## config.mk

```make
export PLATFORM = sky130hd
export DESIGN_NAME = pipe_stage_reg
export DESIGN_NICKNAME = d
export VERILOG_FILES = /design/src/rtl/pipe_pkg.sv /design/src/rtl/pipe_stage_reg.sv
export SDC_FILE = /design/constraint.sdc
export NUM_CORES = 1
export LEC_CHECK = 0
export ABC_AREA = 1
export BUFFER_PORTS_ARGS = -buffer_cell sky130_fd_sc_hd__buf_2
export CELL_PAD_IN_SITES_DETAIL_PLACEMENT = 0
export CELL_PAD_IN_SITES_GLOBAL_PLACEMENT = 1
export CORE_MARGIN = 1.5
export CORE_UTILIZATION = 35
export CTS_CLUSTER_DIAMETER = 60
export DETAILED_ROUTE_END_ITERATION = 8
export GPL_TIMING_DRIVEN = 0
export MAX_ROUTING_LAYER = met4
export PLACE_DENSITY = 0.87
export RECOVER_POWER = 100
export REMOVE_ABC_BUFFERS = 1
export SLEW_MARGIN = 15
export SYNTH_ARGS = -nofsm -noshare
export SYNTH_HDL_FRONTEND = slang
export SYNTH_SLANG_ARGS = --single-unit
export TNS_END_PERCENT = 30
```

## constraint.sdc

```tcl
create_clock -name clk -period 5.3 [get_ports clk]
set_input_delay 0.265 -clock clk [delete_from_list [all_inputs] [get_ports clk]]
set_output_delay 0.265 -clock clk [all_outputs]
set_load 0.005 [all_outputs]
```

## src/rtl/pipe_pkg.sv

```systemverilog
// Shared definitions for the pipeline stage register: state encoding,
// default payload/control widths and control-bundle bit positions.
package pipe_pkg;

    localparam int DATA_W_DEF = 58;
    localparam int CTRL_W_DEF = 9;

    // Control bundle layout, MSB first: RegDst, jump, MemRead, MemWrite,
    // ALUSrc, ALUOp[1:0], MemtoReg, RegWrite.
    localparam int REGDST_BIT   = 8;
    localparam int JUMP_BIT     = 7;
    localparam int MEMREAD_BIT  = 6;
    localparam int MEMWRITE_BIT = 5;
    localparam int ALUSRC_BIT   = 4;
    localparam int ALUOP_HI_BIT = 3;
    localparam int ALUOP_LO_BIT = 2;
    localparam int MEMTOREG_BIT = 1;
    localparam int REGWRITE_BIT = 0;

    typedef enum logic [1:0] {
        ST_EMPTY = 2'd0,
        ST_FULL  = 2'd1,
        ST_SKID  = 2'd2
    } stage_state_t;

    function automatic logic [1:0] occupancy_of(stage_state_t s);
        logic [1:0] occ;
        case (s)
            ST_FULL: occ = 2'd1;
            ST_SKID: occ = 2'd2;
            default: occ = 2'd0;
        endcase
        return occ;
    endfunction

endpackage

```

## src/rtl/pipe_stage_reg.sv

```systemverilog
// Valid/ready pipeline stage register with optional skid entry.
// Define PIPE_STAGE_SKID_EN for the two-entry (registered in_ready) variant.
module pipe_stage_reg
    import pipe_pkg::*;
#(
    parameter int DATA_W = DATA_W_DEF,
    parameter int CTRL_W = CTRL_W_DEF
) (
    input  logic              clk,
    input  logic              reset,
    input  logic              in_valid,
    output logic              in_ready,
    input  logic [DATA_W-1:0] in_data,
    input  logic [CTRL_W-1:0] in_ctrl,
    input  logic              flush,
    output logic              out_valid,
    input  logic              out_ready,
    output logic [DATA_W-1:0] out_data,
    output logic [CTRL_W-1:0] out_ctrl,
    output logic [1:0]        occupancy
);

    stage_state_t      state;
    stage_state_t      state_next;
    logic [DATA_W-1:0] main_data;
    logic [CTRL_W-1:0] main_ctrl;
    logic              accept;
    logic              pop;

`ifdef PIPE_STAGE_SKID_EN
    logic [DATA_W-1:0] skid_data;
    logic [CTRL_W-1:0] skid_ctrl;
`endif

    assign accept   = in_valid & in_ready;
    assign pop      = out_valid & out_ready;
    assign out_data = main_data;

    always_ff @(posedge clk or posedge reset) begin
        if (reset) begin
            state <= ST_EMPTY;
        end else begin
            state <= state_next;
        end
    end

    always_comb begin
        state_next = state;
        if (flush) begin
            state_next = ST_EMPTY;
        end else begin
            case (state)
                ST_EMPTY: begin
                    if (accept) state_next = ST_FULL;
                end
                ST_FULL: begin
`ifdef PIPE_STAGE_SKID_EN
                    if (accept && !pop)      state_next = ST_SKID;
                    else if (pop && !accept) state_next = ST_EMPTY;
`else
                    if (pop && !accept) state_next = ST_EMPTY;
`endif
                end
`ifdef PIPE_STAGE_SKID_EN
                ST_SKID: begin
                    if (pop) state_next = ST_FULL;
                end
`endif
                default: state_next = ST_EMPTY;
            endcase
        end
    end

    // in_ready is gated by reset so nothing is accepted while reset is held.
    always_comb begin
        out_valid = (state != ST_EMPTY);
        occupancy = occupancy_of(state);
        out_ctrl  = out_valid ? main_ctrl : '0;
`ifdef PIPE_STAGE_SKID_EN
        in_ready  = !reset && (state != ST_SKID);
`else
        in_ready  = !reset && (!out_valid || out_ready);
`endif
    end

    // Flushed entries keep stale data but their control bits become a bubble.
    always_ff @(posedge clk or posedge reset) begin
        if (reset) begin
            main_data <= '0;
            main_ctrl <= '0;
`ifdef PIPE_STAGE_SKID_EN
            skid_data <= '0;
            skid_ctrl <= '0;
`endif
        end else if (flush) begin
            main_ctrl <= '0;
`ifdef PIPE_STAGE_SKID_EN
            skid_ctrl <= '0;
`endif
        end else begin
            case (state)
                ST_EMPTY: begin
                    if (accept) begin
                        main_data <= in_data;
                        main_ctrl <= in_ctrl;
                    end
                end
                ST_FULL: begin
`ifdef PIPE_STAGE_SKID_EN
                    if (accept && pop) begin
                        main_data <= in_data;
                        main_ctrl <= in_ctrl;
                    end else if (accept) begin
                        skid_data <= in_data;
                        skid_ctrl <= in_ctrl;
                    end
`else
                    if (accept) begin
                        main_data <= in_data;
                        main_ctrl <= in_ctrl;
                    end
`endif
                end
`ifdef PIPE_STAGE_SKID_EN
                ST_SKID: begin
                    if (pop) begin
                        main_data <= skid_data;
                        main_ctrl <= skid_ctrl;
                    end
                end
`endif
                default: ;
            endcase
        end
    end

endmodule

```

Word-level counts from Yosys, hierarchy flattened
Cells that the tools add are included.
{ "op_classes": {"eq_ne": 4, "mux": 9, "n_bitwise": 3, "reduce_logical": 14} }
{ "ops": {"columns": ["cell", "n"], "rows": [
  ["two-way mux 9 bit", 4],
  ["one-hot mux 2 bit (2 select lines)", 2],
  ["two-way mux 2 bit", 3],
  ["!= test 3 bit (second input constant)", 2],
  ["nonzero test 2 bit", 3],
  ["AND reduction 2 bit", 2],
  ["zero test 1 bit", 3],
  ["AND reduction 3 bit", 1],
  ["bitwise AND 1 bit", 2],
  ["== test 2 x 1 -> 1 bit (second input constant)", 1],
  ["== test 2 bit (second input constant)", 1],
  ["logical AND 1 bit", 2],
  ["zero test 2 bit", 1],
  ["OR reduction 2 bit", 1],
  ["logical OR 1 bit", 1],
  ["NOT 1 bit", 1]
]} }
{ "totals": {"reg_bits": 69, "output_inout_bits": 71, "word_cells": 33} }

Logic depth before layout (Yosys ltp)
{ "depth": {"ltp_word": 10, "depth_mapped": 7} }

Worst setup path before layout
Ideal clock, no wire load.
{ "synth_path": {"kind": "in2reg", "from": "in reset", "to": "reg main_ctrl[0]", "setup_ps": 121, "arrival_ps": 2543, "required_time_ps": 5179, "setup_slack_ps": 2637, "stages": 4, "n_path_buf": 0, "path_cell_list": "inv_1 nand3_1 nand3_1 nand2_1"} }
{ "synth_via": {"elab_chain_cells": 5} }
{ "synth_lines": {"columns": ["item", "line_no", "text"], "rows": [
  ["start, declared", "pipe_stage_reg.sv:10", "input logic reset,"],
  ["zero test 1 bit (no source line)", null, null],
  ["logical AND 1 bit", "pipe_stage_reg.sv:82", "in_ready = !reset && (!out_valid || out_ready);"],
  ["bitwise AND 1 bit", "pipe_stage_reg.sv:35", "assign accept = in_valid & in_ready;"],
  ["nonzero test 2 bit (no source line)", null, null],
  ["AND reduction 2 bit (no source line)", null, null],
  ["end signal, assigned", "pipe_stage_reg.sv:105", "main_ctrl <= in_ctrl;"],
  ["end signal, assigned", "pipe_stage_reg.sv:120", "main_ctrl <= in_ctrl;"],
  ["end, declared", "pipe_stage_reg.sv:26", "logic [CTRL_W-1:0] main_ctrl;"]
]} }
No other way between the ends.
A chain may end at the register's enable or synchronous reset.

Worst setup path in the final report
{ "layout_path": {"from": "in reset", "to": "reg main_data[52], in the netlist out_data[52]"} }
{ "layout_via": {"elab_chain_cells": 4} }
{ "layout_lines": {"columns": ["item", "line_no", "text"], "rows": [
  ["zero test 1 bit (no source line)", null, null],
  ["logical AND 1 bit", "pipe_stage_reg.sv:82", null],
  ["bitwise AND 1 bit", "pipe_stage_reg.sv:35", null],
  ["AND reduction 3 bit (no source line)", null, null],
  ["end signal, assigned", "pipe_stage_reg.sv:104", "main_data <= in_data;"],
  ["end signal, assigned", "pipe_stage_reg.sv:119", "main_data <= in_data;"],
  ["end, declared", "pipe_stage_reg.sv:25", "logic [DATA_W-1:0] main_data;"]
]} }
No other way between the ends.

==> out/results.ini <==
[synth]
ys_seq_area_share_pct=57.8
synth_mux_area_share_pct=0
netlist.area_leader.share_pct=57.8
synth-xor-area-share_pct=0
synthesis.area_sq_mm=0.00294
synth_compound_area_share_pct=0.298
synth_largest_area_cell=dfrtp_1
ys_top_cells_by_area=dfrtp_1 (58%), nand2_1 (17%), nand4_1 (14%)
synth_cells=330
synth-simple-area-share_pct=33.9
synthArstFlopShare_pct=100
ys_types=14
synth_seq_cells=68
ys_top_cells_by_count=nand2_1 (136), dfrtp_1 (68), nand4_1 (67)
syn_avg_cell_area_sq_um=8.92
synth_most_common_cell=nand2_1
synthAdderAreaFrac_pct=0
synth-warning-count=0
synth_enable_flop_cells=0
synth_top_family_by_area=simple AND/OR/NAND/NOR gates
ys.flop_type=dfrtp_1

[critical_path]
cp_cell_sequence=dlygate4sd3_1 -> buf_2 -> clkinvlp_2 -> buf_12 -> nand4_4 -> buf_16 -> nand2_1 -> nand2_1
cp.required_ps=5560
critPathSlowestCell=clkinvlp_2
slowest_delay_ps=1280
crit_arrival_ps=3630
endpoint_kind=register
crit_path_start_kind=input pin
cp_top_family=buffers and inverters
path_class=in -> reg
crit_buf_inv=5
path_max_fanout=37
cp_common_cell=nand2_1

[timing]
fin_crit_sh_pct=63.5
finalSetupViolCount=0
hold_viol=0
fin_skew_ps=7.28
setup_ws_ps=1940
rsz0062_at_grt=no
final_max_slew_viol_count=57
period_minus_slack_ps=3360
relSlewSlack_pct=-40.0
hold_ws_ps=171
fmax_mhz=297
tightest_slew_ps=2100
fin_tns_setup_ps=0

[clocking]
cts_buffers=9
cts_buffer_depth=2
clk_latency_ps=330
htreeDepth=3
postCtsSetupBuffers=0
cts_resized=0
clk_pin_slew_ps=70
cts_sinks=68
cts_tree=done
cts_root_buffer=clkbuf_8

[cells_and_area]
num_antenna_cells=0
drive_above_1_share_pct=28.3
fillCellCount=840
postLayoutCellArea_sq_mm=0.00385
fin_util_pct=47.1
final_cells=564
nets=527
area_growth_pct=30.8

[die]
dieArea_sq_mm=0.00897
io-pin-count=143
die_h_microns=94.7
dieWidth_microns=94.7
start_util_pct=36.0
num_rows=33
core-area_sq_mm=0.00818

[placement]
place_hpwl_microns=4990
io_buffer_count=141
dpl_cell_area_sq_mm=0.00372
dp_slack_ps=3090
placed_cells=548
gp_congestion=0.736

[detailed_routing]
drt_iter0_drc=126
post-route-drc-count=0
vias_per_cell=5.01
drt_pass1_iterations=4
num_vias=2825
wl_per_cell_microns=13.7
wl_microns=7740
drtAntennaViolNets=0

[min_path]
hp-class=in -> reg

[global_routing]
grt_pass1_wl_microns=12500
antenna_found_initial=0
grtUsageTotal_pct=18.5
grt_remaining_overflow=0
grt_max_degree=79
grt_pass1_vias=2667

[power_and_ir_drop]
p_leak_nw=2.17
max-vdd-ir-drop_mv=0.160
power_density_mw_per_mm2=327
power_mw=1.26

[status]
violations=capacitance limit, slew limit
status=finished, violations left

[job]
maxCapViolations=2

[kinds of logic after synthesis]
logic type	count (synthesis)
and+or+nand+nor	215
DFF	68
buffers and inverters	45
AOI/OAI and AO/OA	1
other	1
[timing repair]
action	in CTS	in global routing
endpoints found under the setup margin	0	0
hold buffers	1	0
hold endpoints to repair	36	0
[layout by cell type, fill, tap and decap left out]
master         netlist  routed
a21oi_1              0       1
buf_12               0       1
buf_16               0       3
buf_2               13     107
buf_4                6       1
clkbuf_1            10      35
clkbuf_8             0      11
clkinv_2             0       2
clkinvlp_2           0       1
conb_1               1       1
dfrtp_1             68      68
dlygate4sd3_1        0       1
inv_1               11      10
inv_2                2       1
inv_4                0       1
nand2_1            136     136
nand2_2              1       1
nand3_1             10      10
nand4_1             67      67
nand4_4              0       1
[per-layer routing]
metal / share of wire [%] / up-vias / track usage, %
li1: - / 1359 / -
met1: 45 / 1354 / 23.5
met2: 48 / 104 / 29.3
met3: 6.3 / 8 / 3.70
met4: 0.93 / 0 / 6.34
met5: 0 / - / -
[where the power goes]
part | switching [mW] | internal [mW] | total, mW
combinational | 0.134 | 0.108 | 0.243
sequential | 0.0431 | 0.598 | 0.641
clock | 0.183 | 0.192 | 0.375
total | 0.360 | 0.898 | 1.26
[worst register-to-register path: stages, from the launching register on]
cell,delay (ps)
dfrtp_1,540
a21oi_1,1660
buf_16,250
nand4_1,110
nand2_1,110
[final timing paths]
kind	end	start	cells after the start	slack [ps]
worst min register to register	out_data[38]$_DFFE_PP0P_	out_data[38]$_DFFE_PP0P_	2	480
min in group asynchronous	main_ctrl[3]$_DFFE_PP0P_	reset	3	890
max in group asynchronous	out_data[21]$_DFFE_PP0P_	reset	4	3590
worst min-delay path	out_data[17]$_DFFE_PP0P_	in_data[17]	3	170
worst max-delay path	out_data[52]$_DFFE_PP0P_	reset	8	1940
worst max register to register	out_data[47]$_DFFE_PP0P_	state[0]$_DFFE_PP0P_	4	2590
[registers in the layout, summed over array words and instances, names as in the netlist]
name / cells
out_data: 58
main_ctrl: 9
state: 1
[cell type report]
class,instances,area (sq um),share of cell area [%]
Inverter,13,52.6,1.36
Timing Repair Buffer,146,779,20.2
Multi-Input combinational cell,217,1020,26.4
Clock inverter,2,10.0,0.260
Tap cell,105,131,3.41
Clock buffer,13,159,4.13
Sequential cell,68,1700,44.2
Note: power is estimated with default switching activity, not from simulation.
